File: config.mk
export PLATFORM = sky130hd
export DESIGN_NAME = key_event_gen_flat
export DESIGN_NICKNAME = d
export VERILOG_FILES = /design/src/rtl/key_event_gen_pkg.sv /design/src/rtl/key_event_gen_if.sv /design/src/rtl/key_event_gen_sync.sv /design/src/rtl/key_event_gen.sv /design/src/flat_wrapper.sv
export SDC_FILE = /design/constraint.sdc
export NUM_CORES = 1
export LEC_CHECK = 0
export CAP_MARGIN = 20
export CELL_PAD_IN_SITES_DETAIL_PLACEMENT = 0
export CELL_PAD_IN_SITES_GLOBAL_PLACEMENT = 1
export CORE_MARGIN = 2
export CORE_UTILIZATION = 40
export DETAILED_ROUTE_END_ITERATION = 8
export PLACE_DENSITY = 0.75
export SYNTH_ARGS = -nofsm -noshare
export SYNTH_HDL_FRONTEND = slang
export SYNTH_SLANG_ARGS = --single-unit
File: constraint.sdc
create_clock -name clk -period 2.9 [get_ports clk]
set_clock_uncertainty 0.2 [all_clocks]
set_input_delay 0.58 -clock clk [delete_from_list [all_inputs] [get_ports clk]]
set_output_delay 0.58 -clock clk [all_outputs]
set_load 0.01 [all_outputs]
File: src/rtl/key_event_gen_pkg.sv
// ============================================================================
// Package : key_pkg
// Brief   : Shared FSM state encoding and default timing constants for the
//           key_event_gen push-button event generator.
// Revision: 1.0 - initial release
// ============================================================================
`default_nettype none

package key_pkg;

  // Explicit 3-bit encoding keeps the state register width fixed
  typedef enum logic [2:0] {
    IDLE       = 3'd0,
    PRESS_DB   = 3'd1,
    HELD       = 3'd2,
    LONG       = 3'd3,
    RELEASE_DB = 3'd4
  } key_state_t;

  // 20 ms debounce at 50 MHz
  localparam logic [19:0] CNT_MAX_DEFAULT    = 20'd999_999;
  // 1 s from press confirmation to long-press event
  localparam logic [25:0] LONG_MAX_DEFAULT   = 26'd49_999_999;
  // 200 ms auto-repeat period
  localparam logic [23:0] REPEAT_MAX_DEFAULT = 24'd9_999_999;

endpackage

`default_nettype wire

File: src/rtl/key_event_gen_if.sv
// ============================================================================
// Interface: key_event_gen_if
// Brief    : Raw key input and debounced event outputs of key_event_gen.
//            The slave modport is taken by the generator, the master modport
//            by whatever drives the button and consumes the events.
// Revision : 1.0 - initial release
// ============================================================================
`default_nettype none

interface key_event_gen_if;

  logic key_in;     // raw button, active-low
  logic key_flag;   // one-cycle pulse on debounced press
  logic key_long;   // one-cycle pulse on long press
  logic key_rpt;    // one-cycle auto-repeat pulse
  logic key_level;  // debounced level, 1 = pressed

  modport master (
    output key_in,
    input  key_flag,
    input  key_long,
    input  key_rpt,
    input  key_level
  );

  modport slave (
    input  key_in,
    output key_flag,
    output key_long,
    output key_rpt,
    output key_level
  );

endinterface

`default_nettype wire

File: src/rtl/key_event_gen_sync.sv
// ============================================================================
// Module  : key_sync
// Brief   : Two-flop synchronizer for the asynchronous push-button input.
//           Both flops reset to 1 (the released level of an active-low key)
//           so that no false press is seen coming out of reset.
// Revision: 1.0 - initial release
// ============================================================================
`default_nettype none

module key_sync (
  input  wire logic clk,
  input  wire logic reset,
  input  wire logic async_in,
  output logic      sync_out
);

  logic meta;

  // Two-stage resynchronisation into the clk domain
  always_ff @(posedge clk) begin
    if (reset) begin
      meta     <= 1'b1;
      sync_out <= 1'b1;
    end else begin
      meta     <= async_in;
      sync_out <= meta;
    end
  end

endmodule

`default_nettype wire

File: src/rtl/key_event_gen.sv
// ============================================================================
// Module  : key_event_gen
// Brief   : Debounced push-button event generator. Produces a press pulse
//           (key_flag), a long-press pulse (key_long), optional auto-repeat
//           pulses (key_rpt) and the debounced pressed level (key_level).
//           Build macro KEY_REPEAT_EN enables the auto-repeat counter; when
//           it is undefined key_rpt is tied low and LONG only waits for
//           release.
// Revision: 1.0 - initial release
// ============================================================================
`default_nettype none

module key_event_gen
  import key_pkg::*;
#(
  parameter int unsigned CNT_MAX    = CNT_MAX_DEFAULT,
  parameter int unsigned LONG_MAX   = LONG_MAX_DEFAULT,
  parameter int unsigned REPEAT_MAX = REPEAT_MAX_DEFAULT
) (
  input wire logic       clk,
  input wire logic       reset,
  key_event_gen_if.slave bus
);

  localparam int DBC_W  = $clog2(CNT_MAX + 1);
  localparam int HOLD_W = $clog2(LONG_MAX + 1);

  localparam logic [DBC_W-1:0]  DBC_LAST = DBC_W'(CNT_MAX);
  // Hold counter lands exactly on LONG_MAX in the cycle key_long is issued,
  // so the long event shows LONG_MAX cycles after key_flag.
  localparam logic [HOLD_W-1:0] HOLD_PRE = HOLD_W'(LONG_MAX - 1);
  localparam logic [HOLD_W-1:0] HOLD_END = HOLD_W'(LONG_MAX);

`ifdef KEY_REPEAT_EN
  localparam int RPT_W = $clog2(REPEAT_MAX + 1);
  // Repeat counter runs 0..REPEAT_MAX-1 and wraps, giving one key_rpt
  // every REPEAT_MAX cycles measured from key_long.
  localparam logic [RPT_W-1:0] RPT_PRE = RPT_W'(REPEAT_MAX - 1);
`endif

  key_state_t        state;
  logic              key_s;       // synchronized key, active-low
  logic [DBC_W-1:0]  dbc_cnt;     // press/release debounce counter
  logic [HOLD_W-1:0] hold_cnt;    // cycles held since press confirmation
  logic              from_long;   // RELEASE_DB entered from LONG
  logic              flag_q;
  logic              long_q;
  logic              level_q;
  logic              rpt_w;

`ifdef KEY_REPEAT_EN
  logic [RPT_W-1:0]  rpt_cnt;
  logic              rpt_q;
`endif

  key_sync u_key_sync (
    .clk      (clk),
    .reset    (reset),
    .async_in (bus.key_in),
    .sync_out (key_s)
  );

  // Press/hold/release state machine with registered event outputs
  always_ff @(posedge clk) begin
    if (reset) begin
      state     <= IDLE;
      dbc_cnt   <= '0;
      hold_cnt  <= '0;
      from_long <= 1'b0;
      flag_q    <= 1'b0;
      long_q    <= 1'b0;
      level_q   <= 1'b0;
`ifdef KEY_REPEAT_EN
      rpt_cnt   <= '0;
      rpt_q     <= 1'b0;
`endif
    end else begin
      // Event outputs are single-cycle pulses by default
      flag_q <= 1'b0;
      long_q <= 1'b0;
`ifdef KEY_REPEAT_EN
      rpt_q  <= 1'b0;
`endif
      case (state)
        IDLE: begin
          if (!key_s) begin
            state   <= PRESS_DB;
            dbc_cnt <= '0;
          end
        end

        PRESS_DB: begin
          if (key_s) begin
            state   <= IDLE;
            dbc_cnt <= '0;
          end else if (dbc_cnt == DBC_LAST) begin
            state    <= HELD;
            dbc_cnt  <= '0;
            hold_cnt <= '0;
            flag_q   <= 1'b1;
            level_q  <= 1'b1;
          end else begin
            dbc_cnt <= dbc_cnt + 1'b1;
          end
        end

        HELD: begin
          if (key_s) begin
            // Hold counter freezes while the release is being qualified
            state     <= RELEASE_DB;
            dbc_cnt   <= '0;
            from_long <= 1'b0;
          end else if (hold_cnt == HOLD_PRE) begin
            state    <= LONG;
            hold_cnt <= HOLD_END;
            long_q   <= 1'b1;
          end else begin
            hold_cnt <= hold_cnt + 1'b1;
          end
        end

        LONG: begin
          if (key_s) begin
            state     <= RELEASE_DB;
            dbc_cnt   <= '0;
            from_long <= 1'b1;
          end
`ifdef KEY_REPEAT_EN
          else if (rpt_cnt == RPT_PRE) begin
            rpt_cnt <= '0;
            rpt_q   <= 1'b1;
          end else begin
            rpt_cnt <= rpt_cnt + 1'b1;
          end
`endif
        end

        RELEASE_DB: begin
          if (!key_s) begin
            // Bounce on release: resume where we left off, no new press
            state   <= from_long ? LONG : HELD;
            dbc_cnt <= '0;
          end else if (dbc_cnt == DBC_LAST) begin
            state     <= IDLE;
            dbc_cnt   <= '0;
            hold_cnt  <= '0;
            from_long <= 1'b0;
            level_q   <= 1'b0;
`ifdef KEY_REPEAT_EN
            rpt_cnt   <= '0;
`endif
          end else begin
            dbc_cnt <= dbc_cnt + 1'b1;
          end
        end

        default: begin
          state   <= IDLE;
          dbc_cnt <= '0;
        end
      endcase
    end
  end

`ifdef KEY_REPEAT_EN
  assign rpt_w = rpt_q;
`else
  assign rpt_w = 1'b0;
`endif

  assign bus.key_flag  = flag_q;
  assign bus.key_long  = long_q;
  assign bus.key_rpt   = rpt_w;
  assign bus.key_level = level_q;

  // Event pulses never coincide
  a_pulse_excl: assert property (@(posedge clk) disable iff (reset)
    $onehot0({flag_q, long_q, rpt_w}));

  // Counters stay inside their configured range
  a_cnt_range: assert property (@(posedge clk) disable iff (reset)
    (dbc_cnt <= DBC_LAST) && (hold_cnt <= HOLD_END));

  // Timing parameters must all be non-zero
  a_param_ok: assert property (@(posedge clk)
    (CNT_MAX > 0) && (LONG_MAX > 0) && (REPEAT_MAX > 0));

endmodule

`default_nettype wire
File: src/flat_wrapper.sv
// flat-port wrapper written by rule: the top's interface ports become plain ports
module key_event_gen_flat import key_pkg::*;
#(
  parameter int unsigned CNT_MAX    = CNT_MAX_DEFAULT,
  parameter int unsigned LONG_MAX   = LONG_MAX_DEFAULT,
  parameter int unsigned REPEAT_MAX = REPEAT_MAX_DEFAULT
)
  (clk, reset, bus_key_in, bus_key_flag, bus_key_long, bus_key_rpt, bus_key_level);
  key_event_gen_if bus_i ();
  input wire logic clk;
  input wire logic reset;
  input wire logic [$bits(bus_i.key_in)-1:0] bus_key_in;
  output wire logic [$bits(bus_i.key_flag)-1:0] bus_key_flag;
  output wire logic [$bits(bus_i.key_long)-1:0] bus_key_long;
  output wire logic [$bits(bus_i.key_rpt)-1:0] bus_key_rpt;
  output wire logic [$bits(bus_i.key_level)-1:0] bus_key_level;
  assign bus_i.key_in = bus_key_in;
  assign bus_key_flag = bus_i.key_flag;
  assign bus_key_long = bus_i.key_long;
  assign bus_key_rpt = bus_i.key_rpt;
  assign bus_key_level = bus_i.key_level;
  key_event_gen #(.CNT_MAX(CNT_MAX), .LONG_MAX(LONG_MAX), .REPEAT_MAX(REPEAT_MAX)) u_core (.clk(clk), .reset(reset), .bus(bus_i));
endmodule
==> results.json, run 1 <==
{
  "ant_nets": 0,
  "cp_slowest_cell": "o21bai_1",
  "root_buffer": "clkbuf_8",
  "io_pins": 7,
  "drive_gt1_frac": 0.125,
  "htree_levels": 2,
  "ys_seq_area_frac": 0.345,
  "p_leak_nw": 1.19,
  "fillers": 802,
  "cp-end-kind": "flop",
  "drv_cap": 0,
  "post-route-period-util": 0.901,
  "die_y_um": 93.4,
  "critical_path_class": "flop to flop",
  "grt_pass1_wl_um": 12900,
  "fp.dieArea_mm2": 0.00872,
  "area_growth_pct": 7.79,
  "critPathTopFamily": "compound AO/OA/AOI/OAI gates",
  "final_area_mm2": 0.00344,
  "status": "finished clean",
  "power_density_mw_per_mm2": 356,
  "wl_per_cell_um": 15.0,
  "nets": 405,
  "synth_ff_type": "dfxtp_1",
  "worst_pin_slew_ns": 0.749,
  "postCtsSetupBuffers": 0,
  "num_vias": 2880,
  "hold_violations": 0,
  "fmax_ghz": 0.383,
  "syn_avg_cell_area_um2": 8.07,
  "period_needed_ns": 2.61,
  "ys_warn_count": 0,
  "syn_area_mm2": 0.00320,
  "ys_types": 70,
  "finalPower_mw": 1.23,
  "cts_resized": 0,
  "rows": 32,
  "cp_num_buf_inv": 1,
  "cts_buffers": 5,
  "worstPathArrival_ns": 2.61,
  "grt_pass1_vias": 2559,
  "placed_area_mm2": 0.00335,
  "synth_edf_count": 0,
  "core_area_mm2": 0.00773,
  "start_util": 0.414,
  "cts_tree": "built",
  "grt_remaining_overflow": 0,
  "insertion_delay_ns": 0.31,
  "dr.pass1.iters": 4,
  "setup-tns-final_ns": 0,
  "drtIter0Drc": 130,
  "synth-seq-cells": 55,
  "rsz0062_at_grt": "false",
  "hold_class": "flop to flop",
  "slowest_delay_ns": 0.61,
  "cp_max_fo": 11,
  "gp_congestion": 0.878,
  "clkTransAtPathRegs_ns": 0.10,
  "slew_viol_final": 0,
  "syn_nets": 402,
  "antenna_cells": 0,
  "grt_usage": 0.184,
  "synthCells": 396,
  "synthArstFlopShare": 0,
  "dp_hpwl_um": 5350,
  "hold_buffers": 0,
  "setup_viol": 0,
  "antenna_found_initial": 0,
  "ir_worst_vdd_mv": 0.187,
  "drc": 0,
  "wl_um": 7530,
  "io_buffers": 5,
  "cp-start-kind": "flop",
  "die_x_um": 93.4,
  "maxSlewHeadroom": 0.499,
  "grt_max_degree": 27,
  "vias_per_cell": 5.74,
  "cts.sinks": 55,
  "clock_path_buffers": 2,
  "required_ns": 2.89,
  "crit_path_cell_trace": "ha_1 -> and4_1 -> nand2_1 -> buf_4 -> o21bai_1 -> a21o_1 -> nor2_1"
}
## per-stage QoR
stage / utilization / setup slack [ns] / cells / hold WS [ns]
after floorplan: - / 0.729 / 396 / 0.189
after global placement: 0.434 / 0.170 / 493 / 0.208
after detailed placement: 0.434 / 0.143 / 493 / 0.212
after CTS: 0.444 / 0.103 / 501 / 0.242
after global routing: 0.446 / 0.0811 / 502 / 0.265
final: 0.446 / 0.288 / 502 / 0.240
## final cells by class
type                            instances  area (µm²)  area share
Tap cell                              102         128      0.0371
Multi-Input combinational cell        303        1920       0.556
Sequential cell                        55        1100       0.320
Clock inverter                          1        5.00     0.00145
Inverter                               14        52.6      0.0153
Timing Repair Buffer                   20         166      0.0483
Clock buffer                            7        76.3      0.0222
## final timing paths
check             slack [ns]                    endpoint                    from  cells after the start
setup / recovery        0.29          u_core.dbc_cnt[12]       u_core.dbc_cnt[0]                      7
hold / removal          0.24  u_core.u_key_sync.sync_out  u_core.u_key_sync.meta                      1
setup reg to reg        0.29          u_core.dbc_cnt[12]       u_core.dbc_cnt[0]                      7
hold reg to reg         0.24  u_core.u_key_sync.sync_out  u_core.u_key_sync.meta                      1
## synthesized netlist by cell type (4+ instances only)
library cell,number,share of area
a21o_1,6,0.014
a21oi_1,26,0.041
a31oi_1,6,0.012
and3_1,7,0.014
and4_1,4,0.011
buf_2,8,0.013
clkbuf_1,11,0.013
dfxtp_1,55,0.34
inv_1,14,0.016
nand2_1,23,0.027
nand3_1,26,0.041
nand4_1,12,0.023
nor2_1,48,0.056
nor3_1,7,0.011
nor4_1,4,0.0078
o21ai_0,24,0.038
o21ai_1,19,0.030
or3_1,6,0.012
xnor2_1,4,0.011
xor2_1,8,0.022
## layer usage
| layer | vias to the layer above | global-route usage | share of wire |
|---|---|---|---|
| met2 | 46 | 0.272 | 0.42 |
| met5 | - | 0 | 0 |
| met3 | 5 | 0.0266 | 0.033 |
| met4 | 0 | 0.0478 | 0.011 |
| met1 | 1369 | 0.280 | 0.53 |
| li1 | 1460 | - | - |
## worst register-to-register path, cell delays in order (launching register included)
cell and delay, ns:
dfxtp_1 0.41, ha_1 0.21, and4_1 0.25, nand2_1 0.15, buf_4 0.19, o21bai_1 0.61
a21o_1 0.41, nor2_1 0.08
## flip-flops by register name, summed over array words and instances, names as in the netlist
name                        flops
u_core.bus.key_flag             1
u_core.bus.key_level            1
u_core.bus.key_long             1
u_core.dbc_cnt                 20
u_core.from_long                1
u_core.hold_cnt                26
u_core.state                    3
u_core.u_key_sync.meta          1
u_core.u_key_sync.sync_out      1
## cell families after synthesis
logic type	count (synthesis)	synth area share
AO/OA/AOI/OAI	115	0.239
XOR/XNOR	12	0.0329
adder cells (fa/ha/maj)	3	0.0117
buffers and inverters	38	0.0560
flip-flops	55	0.345
multiplexers	1	0.00313
other	1	0.00117
AND/OR/NAND/NOR	171	0.312
## where the power goes
group          switching (mW)  internal (mW)  total, mW
Sequential           0.000980          0.756      0.757
Combinational          0.0301         0.0154     0.0455
Clock                   0.254          0.171      0.425
Total                   0.285          0.942       1.23
## cell usage in the layout (no fill, tap or decap), types with 4 or more instances in the layout
master            n
a21o_1            6
a21oi_1          26
a31oi_1           6
and3_1            7
and4_1            4
buf_4            14
clkbuf_8          5
clkdlybuf4s50_1   5
dfxtp_1          55
inv_1            14
nand2_1          23
nand3_1          26
nand4_1          12
nor2_1           48
nor3_1            7
nor4_1            4
o21ai_0          24
o21ai_1          19
or3_1             6
xnor2_1           4
xor2_1            8
Power figures use the tool's default switching activity.
==> run 2: changes to the inputs <==
- CORE_MARGIN: 2 -> 8
- CORE_UTILIZATION: 40 -> 47
- PLACE_DENSITY: 0.75 -> 0.85
- SETUP_SLACK_MARGIN: default -> 0.4
==> run 2 against run 1 <==
Via count grew 0.24%. Sequential power hardly changed. Die area grew 11%. Flip-flop and latch count unchanged. Largest power group unchanged. Power grew 0.60%. Routed wire length shrank 2.0%.
==> results.json, run 2 (same netlist as run 1, synthesis figures left out) <==
{
  "drv_cap": 0,
  "fmax_ghz": 0.420,
  "power.internal_mw": 0.960,
  "hold_class": "flop to flop",
  "power_frac_comb": 0.037,
  "ant_nets": 0,
  "period_needed_ns": 2.38,
  "htree_levels": 2,
  "die_x_um": 98.5,
  "grt_usage": 0.155,
  "p_leak_nw": 1.22,
  "final_area_mm2": 0.00345,
  "placed_area_mm2": 0.00332,
  "nets": 406,
  "finalPower_mw": 1.23,
  "dp_hpwl_um": 5290,
  "rsz0062_at_grt": "true",
  "io_buffers": 5,
  "ir_worst_vdd_mv": 0.295,
  "insertion_delay_ns": 0.31,
  "slowest_delay_ns": 0.46,
  "cp-start-kind": "flop",
  "area_growth_pct": 8.10,
  "worst_pin_slew_ns": 0.553,
  "final_common_cell": "dfxtp_1",
  "crit_path_cell_trace": "nor4b_4 -> nand4_4 -> o41ai_4 -> nor3_4 -> buf_4 -> a21o_1 -> a22o_1",
  "worstPathArrival_ns": 2.39,
  "gp_congestion": 0.838,
  "cp_max_fo": 11,
  "power_density_mw_per_mm2": 357,
  "io_pins": 7,
  "dr.pass1.iters": 5,
  "antenna_cells": 0,
  "core_area_mm2": 0.00668,
  "fp.dieArea_mm2": 0.00969,
  "grt_remaining_overflow": 0,
  "critPathTopFamily": "compound AO/OA/AOI/OAI gates",
  "cp_slowest_cell": "o41ai_4",
  "wl_per_cell_um": 15.4,
  "largest_reg_flops": 26,
  "setup_viol": 0,
  "holdWs_ns": 0.238,
  "setup-tns-final_ns": 0,
  "grt_pass1_vias": 2578,
  "slew_viol_final": 0,
  "rows": 30,
  "clock_path_buffers": 2,
  "drc": 0,
  "grt_pass1_wl_um": 12600,
  "cts.sinks": 55,
  "grt_max_degree": 27,
  "required_ns": 2.91,
  "critical_path_class": "flop to flop",
  "regMostFlops": "u_core.hold_cnt",
  "pwr-share-clk": 0.350,
  "wl_um": 7380,
  "drtIter0Drc": 247,
  "vias_per_cell": 6.01,
  "largestRegisters": "u_core.hold_cnt: 26 flops, u_core.dbc_cnt: 20 flops, u_core.state: 3 flops",
  "cts_tree": "built",
  "root_buffer": "clkbuf_8",
  "hold_violations": 0,
  "pwr-share-seq": 0.613,
  "post-route-util": 0.517,
  "cts_buffers": 5,
  "status": "finished clean",
  "cp_num_buf_inv": 1,
  "clkTransAtPathRegs_ns": 0.09,
  "antenna_found_initial": 0,
  "drive_gt1_frac": 0.140,
  "num_vias": 2887,
  "die_y_um": 98.5,
  "post-route-period-util": 0.822,
  "net-switching-power_mw": 0.274,
  "cp-end-kind": "flop",
  "mostFrequentLayoutCells": "dfxtp_1 (55), nor2_1 (47), nand3_1 (26), a21oi_1 (26), o21ai_0 (24)",
  "maxSlewHeadroom": 0.631,
  "start_util": 0.478,
  "p_sw_frac": 0.222
}
[run 2: final cells by class]
type	instances	area [µm²]
clock buffer	6	82.6
sequential	55	1100
timing repair buffer	21	170
fill	627	3230
tap	80	100
multi-input combinational	303	1940
clock inverter	1	5.00
inverter	14	52.6
[run 2: per-stage QoR]
stage               worst slack, ns  cells
global route                  0.387    480
floorplan                     0.729    396
global placement              0.211    471
finish                        0.517    480
CTS                           0.442    478
detailed placement            0.181    471
[run 2: final timing paths]
check,endpoint,depth (start not counted),slack (ns),from
setup / recovery,u_core.hold_cnt[20],7,0.52,u_core.dbc_cnt[8]
hold / removal,u_core.u_key_sync.sync_out,1,0.24,u_core.u_key_sync.meta
setup reg to reg,u_core.hold_cnt[20],7,0.52,u_core.dbc_cnt[8]
hold reg to reg,u_core.u_key_sync.sync_out,1,0.24,u_core.u_key_sync.meta
[run 2: per-layer routing]
metal  GRT usage  part of all wire  vias to the layer above
li1            -                 -                     1453
met1       0.211              0.52                     1368
met2       0.233              0.42                       59
met3      0.0366             0.044                        7
met4      0.0496             0.015                        0
met5           0                 0                        -
[run 2: worst register-to-register path, cell delays in order, from the launching register on]
cell     delay [ns]
dfxtp_1        0.40
nor4b_4        0.35
nand4_4        0.22
o41ai_4        0.46
nor3_4         0.13
buf_4          0.20
a21o_1         0.16
a22o_1         0.17
[run 2: power by group through the flow]
stage	combinational [mW]	sequential [mW]	clock (mW)
after floorplan	0.0328	0.775	0
after global placement	0.0428	0.774	0
after detailed placement	0.0423	0.775	0
after CTS	0.0434	0.757	0.449
after global routing	0.0501	0.757	0.472
final	0.0461	0.757	0.432
[run 2: repair_timing]
item / in CTS / in global routing
hold buffers: 0 / 0
pin swaps: 0 / 2
gates resized for setup: 2 / 4
endpoints found under the setup margin: 26 / 24
buffers inserted: 0 / 2
==> run 3: changes to the inputs <==
- clock period: 2.9 -> 2.4 ns (I/O delays scaled with it)
==> run 3 against run 2 <==
Hold slack improved by 0.0024 ns. Register-to-register slack got worse by 0.28 ns. Largest cell class unchanged. First-iteration DRC count decreased by 11%. Die area unchanged. Critical path type unchanged.
==> results.json, run 3 (same netlist as run 1, synthesis figures left out) <==
{
  "wl_met2_um": 4330,
  "dr.pass1.iters": 5,
  "num_vias": 3242,
  "insertion_delay_ns": 0.32,
  "clock_path_buffers": 2,
  "p_sw_frac": 0.252,
  "slew_viol_final": 0,
  "root_buffer": "clkbuf_8",
  "critPathTopFamily": "simple AND/OR/NAND/NOR gates",
  "antenna_cells": 0,
  "setup_viol": 0,
  "io_buffers": 5,
  "core_area_mm2": 0.00668,
  "rows": 30,
  "grt_remaining_overflow": 0,
  "status": "finished clean",
  "fmax_ghz": 0.462,
  "power_density_mw_per_mm2": 359,
  "die_y_um": 98.5,
  "htree_levels": 2,
  "mostFrequentLayoutCells": "buf_4 (54), nor2_1 (42), dfxtp_1 (34)",
  "nets": 458,
  "cp-end-kind": "flop",
  "cp_max_fo": 5,
  "largest_reg_flops": 26,
  "drtIter0Drc": 220,
  "worstPathArrival_ns": 2.18,
  "drive_gt1_frac": 0.386,
  "crit_path_cell_trace": "nor4b_4 -> nand4_4 -> buf_6 -> buf_6 -> o32ai_2 -> o21ai_1 -> xor2_1 -> nor2_1",
  "final_common_cell": "buf_4",
  "die_x_um": 98.5,
  "layout.cells.non_filler": 533,
  "hold_class": "flop to flop",
  "wl_per_cell_um": 17.5,
  "fp.dieArea_mm2": 0.00969,
  "vias_per_cell": 6.08,
  "slowest_delay_ns": 0.42,
  "period_needed_ns": 2.16,
  "met1_length_um": 4350,
  "critical_path_class": "flop to flop",
  "setup-tns-final_ns": 0,
  "clkTransAtPathRegs_ns": 0.11,
  "cp_num_buf_inv": 2,
  "hold_violations": 0,
  "area_growth_pct": 34.4,
  "power.internal_mw": 1.15,
  "gp_congestion": 0.820,
  "hold_buffers": 0,
  "cp_common_cell": "buf_6",
  "grt_pass1_wl_um": 14700,
  "drv_cap": 0,
  "wl_um": 9330,
  "start_util": 0.478,
  "net-switching-power_mw": 0.388,
  "pwr-share-clk": 0.352,
  "p_leak_nw": 1.57,
  "ant_nets": 0,
  "grt_max_degree": 20,
  "required_ns": 2.42,
  "cp-start-kind": "flop",
  "post-route-period-util": 0.901,
  "antenna_found_initial": 0,
  "cts_tree": "built",
  "cp_slowest_cell": "dfxtp_1",
  "drc": 0,
  "cts.sinks": 55,
  "regMostFlops": "u_core.hold_cnt",
  "pwr-share-seq": 0.588,
  "power_frac_comb": 0.060,
  "met3WireLength_um": 513,
  "top_layer_used": "met4",
  "largestRegisters": "u_core.hold_cnt: 26 flops, u_core.dbc_cnt: 20 flops, u_core.state: 3 flops",
  "grt_usage": 0.183,
  "cts_buffers": 5,
  "rsz0062_at_grt": "true",
  "grt_pass1_vias": 2993,
  "ir_worst_vdd_mv": 0.224,
  "io_pins": 7,
  "dp_hpwl_um": 5580,
  "dp_cells": 482
}
run 3: changes by cell type in the layout (fill, tap and decap cells not counted), moves of 4 or more:
| cell | before | now |
|---|---|---|
| a21oi_1 | 26 | 20 |
| o21ai_0 | 24 | 16 |
| o21ai_2 | 3 | 15 |
| nor2_1 | 47 | 42 |
| dfxtp_1 | 55 | 34 |
| o21ai_1 | 19 | 15 |
| a21oi_2 | 0 | 6 |
| dfxtp_2 | 0 | 13 |
| dfxtp_4 | 0 | 8 |
| buf_6 | 0 | 9 |
| buf_4 | 16 | 54 |
run 3: final timing paths:
check	from	endpoint	slack [ns]	cells past startpoint
setup / recovery	u_core.dbc_cnt[19]	u_core.hold_cnt[9]	0.24	8
hold / removal	u_core.u_key_sync.meta	u_core.u_key_sync.sync_out	0.24	1
setup reg to reg	u_core.dbc_cnt[19]	u_core.hold_cnt[9]	0.24	8
hold reg to reg	u_core.u_key_sync.meta	u_core.u_key_sync.sync_out	0.24	1
run 3: metal layers:
metal,track usage,up-vias
li1,-,1570
met1,0.250,1563
met2,0.290,96
met3,0.0282,13
met4,0.0496,0
met5,0,-
run 3: area by class of cell:
cell class,count,area (µm²)
inverter,14,52.6
clock inverter,3,18.8
clock buffer,5,68.8
timing repair buffer,72,657
fill,550,2390
sequential,55,1150
multi-input combinational,304,2250
tap,80,100
run 3: repair_timing:
item | CTS | global route
endpoints found under the hold margin | 0 | 0
pin swaps | 15 | 27
setup endpoints to repair | 46 | 51
resized for setup | 51 | 61
cloned | 3 | 1
buffers inserted | 24 | 15
run 3: power groups by stage:
| stage | registers [mW] | clock network [mW] | logic, mW |
|---|---|---|---|
| 2_1_floorplan | 0.936 | 0 | 0.0414 |
| 3_3_place_gp | 0.937 | 0 | 0.0573 |
| 3_5_place_dp | 0.937 | 0 | 0.0576 |
| 4_1_cts | 0.910 | 0.548 | 0.0823 |
| 5_1_grt | 0.907 | 0.590 | 0.0971 |
| 6_report | 0.907 | 0.543 | 0.0919 |
run 3: worst reg2reg max path: cells and delay by family (launching register included):
| family | cells | cell delay (ns) |
|---|---|---|
| and+or+nand+nor | 3 | 0.54 |
| DFF | 1 | 0.42 |
| AOI/OAI and AO/OA | 2 | 0.38 |
| buffers and inverters | 2 | 0.29 |
| xor gates and xnor gates | 1 | 0.21 |
run 3: stage by stage:
step / instance area [µm²] / hold slack [ns] / worst slack [ns] / power, mW / util
after floorplan: 3240 / 0.189 / 0.340 / 0.978 / -
after CTS: 3970 / 0.238 / 0.286 / 1.54 / 0.594
after global placement: 3460 / 0.198 / 0.152 / 0.994 / 0.518
after global routing: 4290 / 0.271 / 0.134 / 1.59 / 0.643
final: 4290 / 0.241 / 0.236 / 1.54 / 0.643
after detailed placement: 3460 / 0.212 / 0.122 / 0.994 / 0.518
